===== config.mk =====
export PLATFORM = sky130hd
export DESIGN_NAME = debug_frame_serializer
export DESIGN_NICKNAME = d
export VERILOG_FILES = /design/src/rtl/debug_frame_serializer_pkg.sv /design/src/rtl/debug_frame_serializer.sv
export SDC_FILE = /design/constraint.sdc
export NUM_CORES = 1
export LEC_CHECK = 0
export CORE_MARGIN = 3
export CORE_UTILIZATION = 35
export CTS_CLUSTER_SIZE = 30
export DETAILED_ROUTE_END_ITERATION = 10
export GPL_TIMING_DRIVEN = 0
export PLACE_DENSITY = 0.6
export SYNTH_ARGS = -nofsm -noshare
export SYNTH_HDL_FRONTEND = slang
export SYNTH_SLANG_ARGS = --single-unit

===== constraint.sdc =====
create_clock -name i_clk -period 1.95 [get_ports i_clk]
set_clock_uncertainty 0.05 [all_clocks]
set_input_delay 0.195 -clock i_clk [delete_from_list [all_inputs] [get_ports i_clk]]
set_output_delay 0.195 -clock i_clk [all_outputs]
set_load 0.01 [all_outputs]

===== src/rtl/debug_frame_serializer_pkg.sv =====
// Shared definitions for the pipeline debug-frame serializer: FSM states and snapshot field widths.
// Optional feature macro: DEBUG_FRAME_CHECKSUM_EN (see debug_frame_serializer.sv).
package debug_frame_serializer_pkg;

  localparam int NB_IF_ID  = 64;
  localparam int NB_ID_EX  = 168;
  localparam int NB_EX_MEM = 88;
  localparam int NB_MEM_WB = 80;

  localparam int NB_DATA_DEFAULT  = 8;
  localparam int NB_FRAME_DEFAULT = NB_IF_ID + NB_ID_EX + NB_EX_MEM + NB_MEM_WB;
  localparam int N_BYTES          = NB_FRAME_DEFAULT / NB_DATA_DEFAULT;

  typedef enum logic [2:0] {
    IDLE  = 3'd0,
    SEND  = 3'd1,
    WAIT  = 3'd2,
    CSUM  = 3'd3,
    CWAIT = 3'd4,
    DONE  = 3'd5
  } state_t;

  function automatic int calcNBytes(input int nbFrame, input int nbData);
    return nbFrame / nbData;
  endfunction

endpackage


===== src/rtl/debug_frame_serializer.sv =====
// Streams a captured pipeline snapshot to uart_tx one NB_DATA-bit byte at a time, MSB byte first.
// Define DEBUG_FRAME_CHECKSUM_EN to append an XOR checksum byte after the payload.
module debug_frame_serializer
  import debug_frame_serializer_pkg::*;
#(
  parameter int NB_DATA  = NB_DATA_DEFAULT,
  parameter int NB_FRAME = NB_FRAME_DEFAULT
) (
  input  logic                i_clk,
  input  logic                i_reset,
  input  logic [NB_FRAME-1:0] i_frame,
  input  logic                i_start,
  input  logic                i_tx_done,
  output logic [NB_DATA-1:0]  o_tx_data,
  output logic                o_tx_start,
  output logic                o_busy,
  output logic                o_done
);

  localparam int N_BYTES_L = calcNBytes(NB_FRAME, NB_DATA);
  localparam int NB_CNT    = $clog2(N_BYTES_L) + 1;

  generate
    if ((NB_FRAME % NB_DATA) != 0) begin : g_bad_frame_width
      $error("debug_frame_serializer: NB_FRAME must be a multiple of NB_DATA");
    end
  endgenerate

  state_t              r_state;
  state_t              w_next;
  logic [NB_FRAME-1:0] r_shift;
  logic [NB_CNT-1:0]   r_count;
  logic                w_last;
  logic [NB_DATA-1:0]  w_top;

  assign w_top  = r_shift[NB_FRAME-1 -: NB_DATA];
  assign w_last = (r_count == NB_CNT'(N_BYTES_L - 1));

`ifdef DEBUG_FRAME_CHECKSUM_EN
  logic [NB_DATA-1:0] r_csum;
`endif

  always_comb begin
    w_next = r_state;
    case (r_state)
      IDLE:  if (i_start) w_next = SEND;
      SEND:  w_next = WAIT;
      WAIT: begin
        if (i_tx_done) begin
`ifdef DEBUG_FRAME_CHECKSUM_EN
          w_next = w_last ? CSUM : SEND;
`else
          w_next = w_last ? DONE : SEND;
`endif
        end
      end
`ifdef DEBUG_FRAME_CHECKSUM_EN
      CSUM:  w_next = CWAIT;
      CWAIT: if (i_tx_done) w_next = DONE;
`endif
      DONE:  w_next = IDLE;
      default: w_next = IDLE;
    endcase
  end

  // The snapshot is captured once on an accepted start, so later i_frame changes cannot leak in.
  always_ff @(posedge i_clk) begin
    if (!i_reset) begin
      r_state <= IDLE;
      r_shift <= '0;
      r_count <= '0;
`ifdef DEBUG_FRAME_CHECKSUM_EN
      r_csum  <= '0;
`endif
    end else begin
      r_state <= w_next;
      case (r_state)
        IDLE: begin
          if (i_start) begin
            r_shift <= i_frame;
            r_count <= '0;
`ifdef DEBUG_FRAME_CHECKSUM_EN
            r_csum  <= '0;
`endif
          end
        end
`ifdef DEBUG_FRAME_CHECKSUM_EN
        SEND: r_csum <= r_csum ^ w_top;
`endif
        WAIT: begin
          if (i_tx_done) begin
            r_shift <= r_shift << NB_DATA;
            r_count <= r_count + NB_CNT'(1);
          end
        end
        default: ;
      endcase
    end
  end

  assign o_busy = (r_state != IDLE);
  assign o_done = (r_state == DONE);

`ifdef DEBUG_FRAME_CHECKSUM_EN
  assign o_tx_start = (r_state == SEND) || (r_state == CSUM);
  assign o_tx_data  = ((r_state == CSUM) || (r_state == CWAIT)) ? r_csum : w_top;
`else
  assign o_tx_start = (r_state == SEND);
  assign o_tx_data  = w_top;
`endif

endmodule


==> results.sh <==
export IMPL_start_util=0.355
export IMPL_numCtsBuffers=46
export IMPL_p_comb_frac=0.184
export IMPL_drtIter0Drc=1289
export IMPL_hold_slack_ns=0.142
export IMPL_finalHoldViolations=0
export IMPL_drt_total_wl_mm=69.1
export IMPL_viasPerCell=5.57
export IMPL_avgRoutedWirePerCell_um=19.7
export IMPL_numPortBuffers=413
export IMPL_io_pins=415
export IMPL_preCtsSetupSlack_ns=-0.839
export IMPL_clkPwrFrac=0.377
export IMPL_synth_edff_count=0
export IMPL_hpwl_mm=52.3
export IMPL_insertion_delay_ns=0.57
export IMPL_p_int_uw=16000
export IMPL_syn_inst=2329
export IMPL_slowest_stage="buf_1"
export IMPL_fin_setup_tns_ns=-0.0230
export IMPL_synth_common_cells="795 x nand2_1, 410 x dfxtp_1, 402 x a21oi_1"
export IMPL_status="finished with violations"
export IMPL_worst_path_largest_cell_delay_ns=0.38
export IMPL_synth_top_area_frac=0.449
export IMPL_hold_class="in2reg"
export IMPL_p_per_area_mw_per_mm2=884
export IMPL_switching_share=0.277
export IMPL_area_delta_synth_final_pct=37.2
export IMPL_grt_usage=0.240
export IMPL_antenna_found_initial=19
export IMPL_die_w_um=235
export IMPL_core_area_mm2=0.0515
export IMPL_r2r_slack_ns=-0.02
export IMPL_crit_fanout=10
export IMPL_p_leak_uw=0.00946
export IMPL_crit_path_cell_trace="mux2_2 -> buf_4 -> buf_4 -> buf_1 -> a21oi_1 -> a311oi_1"
export IMPL_ys_async_sr_fraction=0
export IMPL_path_buf_inv=3
export IMPL_critPathArrivalTime_ns=2.38
export IMPL_reg2reg_depth=6
export IMPL_min_delay_start="i_frame[145]"
export IMPL_period_needed_ns=1.97
export IMPL_cpLargestDelayFamily="buffers and inverters"
export IMPL_maxSlewHeadroom=0.556
export IMPL_cts_tree="yes"
export IMPL_finalCritPeriodShare=1.01
export IMPL_clk_pin_slew_ns=0.06
export IMPL_ir_drop_v=0.000565
export IMPL_maxSlewViolCount=0
export IMPL_synth_most_common_cell="nand2_1"
export IMPL_violations="negative setup slack"
export IMPL_clock_fmax_ghz=0.507
export IMPL_synth_seq_area_share=0.449
export IMPL_reg2reg_from="r_state[1]"
export IMPL_grt_pass1_vias=19526
export IMPL_fp_row_count=83
export IMPL_synth_seq_cells=410
export IMPL_finalSetupViolCount=1
export IMPL_fin_ws_ns=-0.0230
export IMPL_ant_nets=0
export IMPL_vias=19548
export IMPL_drc_errors=0
export IMPL_critPathLaunchType="flop"
export IMPL_cp_end_kind="flop"
export IMPL_yosysTopAreaCell="dfxtp_1"
export IMPL_worst_slew_pin_slew_ns=0.664
export IMPL_syn_num_nets=2735
export IMPL_nets=3201
export IMPL_cp_data_required_time_ns=2.36
export IMPL_min_to="r_shift[145]"
export IMPL_firstDrtPassIters=5
export IMPL_synth_area_leaders="dfxtp_1 45%, a311oi_1 19%, nand2_1 16%, a21oi_1 11%, clkbuf_1 3.2%"
export IMPL_drive_gt1_frac=0.105
export IMPL_worstHoldPathCells=3
export IMPL_grt_pass1_wl_mm=108
export IMPL_switching_power_uw=6140
export IMPL_grt_ovfl_total=0
export IMPL_r2r_end="r_shift[311]"
export IMPL_synth_ff_type="dfxtp_1"
export IMPL_syn_area_per_cell_um2=7.85
export IMPL_synth_cell_types=40
export IMPL_h_tree_depth=2
export IMPL_synth_area_mm2=0.0183
export IMPL_ctsLongestPathBuffers=3
export IMPL_globalplace_congestion=0.896
export IMPL_cap_violations=0
export IMPL_yosysWarnings=0
export IMPL_die_h_um=235
export IMPL_cts_sinks=410
export IMPL_root_buffer="clkbuf_16"
export IMPL_rsz0062_at_grt="true"
export IMPL_dieArea_mm2=0.0550
export IMPL_grt_max_degree=13
export IMPL_pwr_share_seq=0.439
export IMPL_final_util=0.487
export IMPL_critical_path_most_common_cell="buf_4"
export IMPL_critPathKind="reg2reg"
[metrics by stage]
stage	instance area (µm²)	std cells	power, µW
2_1_floorplan	18300	2329	12000
6_report	25100	3511	22200
5_1_grt	25100	3506	23100
3_3_place_gp	23300	3422	13700
4_1_cts	24900	3498	22200
3_5_place_dp	23300	3422	13800
[worst max path at each step]
| stage | startpoint | endpoint | slack (ns) | cells past startpoint |
|---|---|---|---|---|
| floorplan | r_state[2] | r_shift[100] | 0.29 | 6 |
| global placement | i_reset | r_shift[287] | -0.76 | 6 |
| detailed placement | i_reset | r_shift[234] | -0.84 | 6 |
| CTS | r_state[1] | r_shift[268] | -0.001 | 7 |
| global route | i_tx_done | r_shift[305] | -0.10 | 8 |
| finish | r_state[1] | r_shift[311] | -0.02 | 6 |
[layer usage]
layer,part of all wire,GRT usage,routed length [µm]
met5,0.0020,0,140
met4,0.029,0.0857,2030
met3,0.067,0.0519,4640
met2,0.48,0.403,33200
met1,0.42,0.304,29100
[power groups by stage]
| stage | combinational [µW] | clock (µW) | sequential (µW) |
|---|---|---|---|
| finish | 4080 | 8370 | 9730 |
| global route | 4500 | 8830 | 9800 |
| CTS | 4000 | 8530 | 9710 |
| detailed placement | 3940 | 0 | 9880 |
| global placement | 3870 | 0 | 9870 |
| floorplan | 2310 | 0 | 9710 |
[area by class of cell]
| type | count | area, µm² |
|---|---|---|
| Antenna cell | 9 | 22.5 |
| Buffer | 275 | 1530 |
| Clock buffer | 70 | 1360 |
| Clock inverter | 5 | 61.3 |
| Fill cell | 5103 | 26400 |
| Inverter | 2 | 11.3 |
| Multi-Input combinational cell | 1640 | 8850 |
| Sequential cell | 410 | 8210 |
| Tap cell | 680 | 851 |
| Timing Repair Buffer | 420 | 4200 |
[state kept, by name, summed over array words and instances (netlist names)]
register / flops
r_shift: 400
r_count: 7
r_state: 3
[cell usage in the layout, fill, tap and decap left out, types with 2 or more instances in the layout]
| master | count |
|---|---|
| clkbuf_16 | 46 |
| o21ai_0 | 11 |
| ha_1 | 2 |
| nand2b_1 | 2 |
| clkbuf_2 | 86 |
| clkdlybuf4s50_1 | 410 |
| dlygate4sd2_1 | 2 |
| and3_1 | 2 |
| dfxtp_1 | 410 |
| clkbuf_4 | 33 |
| a21oi_1 | 402 |
| a311oi_1 | 389 |
| nor2_4 | 2 |
| buf_12 | 2 |
| nand2_1 | 795 |
| buf_2 | 56 |
| a311oi_2 | 5 |
| a31oi_1 | 3 |
| nand3b_1 | 2 |
| buf_8 | 2 |
| diode_2 | 9 |
| clkinv_2 | 3 |
| a211oi_1 | 2 |
| nand3_1 | 2 |
| clkbuf_1 | 68 |
| buf_6 | 8 |
| buf_1 | 4 |
| nand4_1 | 2 |
| buf_4 | 35 |
| clkbuf_8 | 12 |
[logic make-up (layout without fill, tap and decap cells)]
logic type      after synthesis  in the layout  share of synthesized area
flops                       410            410                      0.449
fa+ha+maj                     2              2                    0.00137
other cells                   0              9                          0
simple gates                819            819                      0.173
mux                           2              2                    0.00116
buf+inv                     279            772                     0.0704
compound gates              817            817                      0.306
[worst min-delay path, delay by kind of cell]
kind | cells | cell delay (ns)
AO/OA/AOI/OAI | 1 | 0.07
AND/OR/NAND/NOR | 1 | 0.05
buffers and inverters | 1 | 0.39
[timing repair]
action | in CTS | in global routing
buffers inserted | 1 | 4
gates cloned | 0 | 1
endpoints found under the setup margin | 393 | 383
hold buffers | 1 | 0
resized for setup | 90 | 119
hold endpoints to repair | 6 | 0
pin swaps | 1 | 1
(Power assumes the default switching activity.)
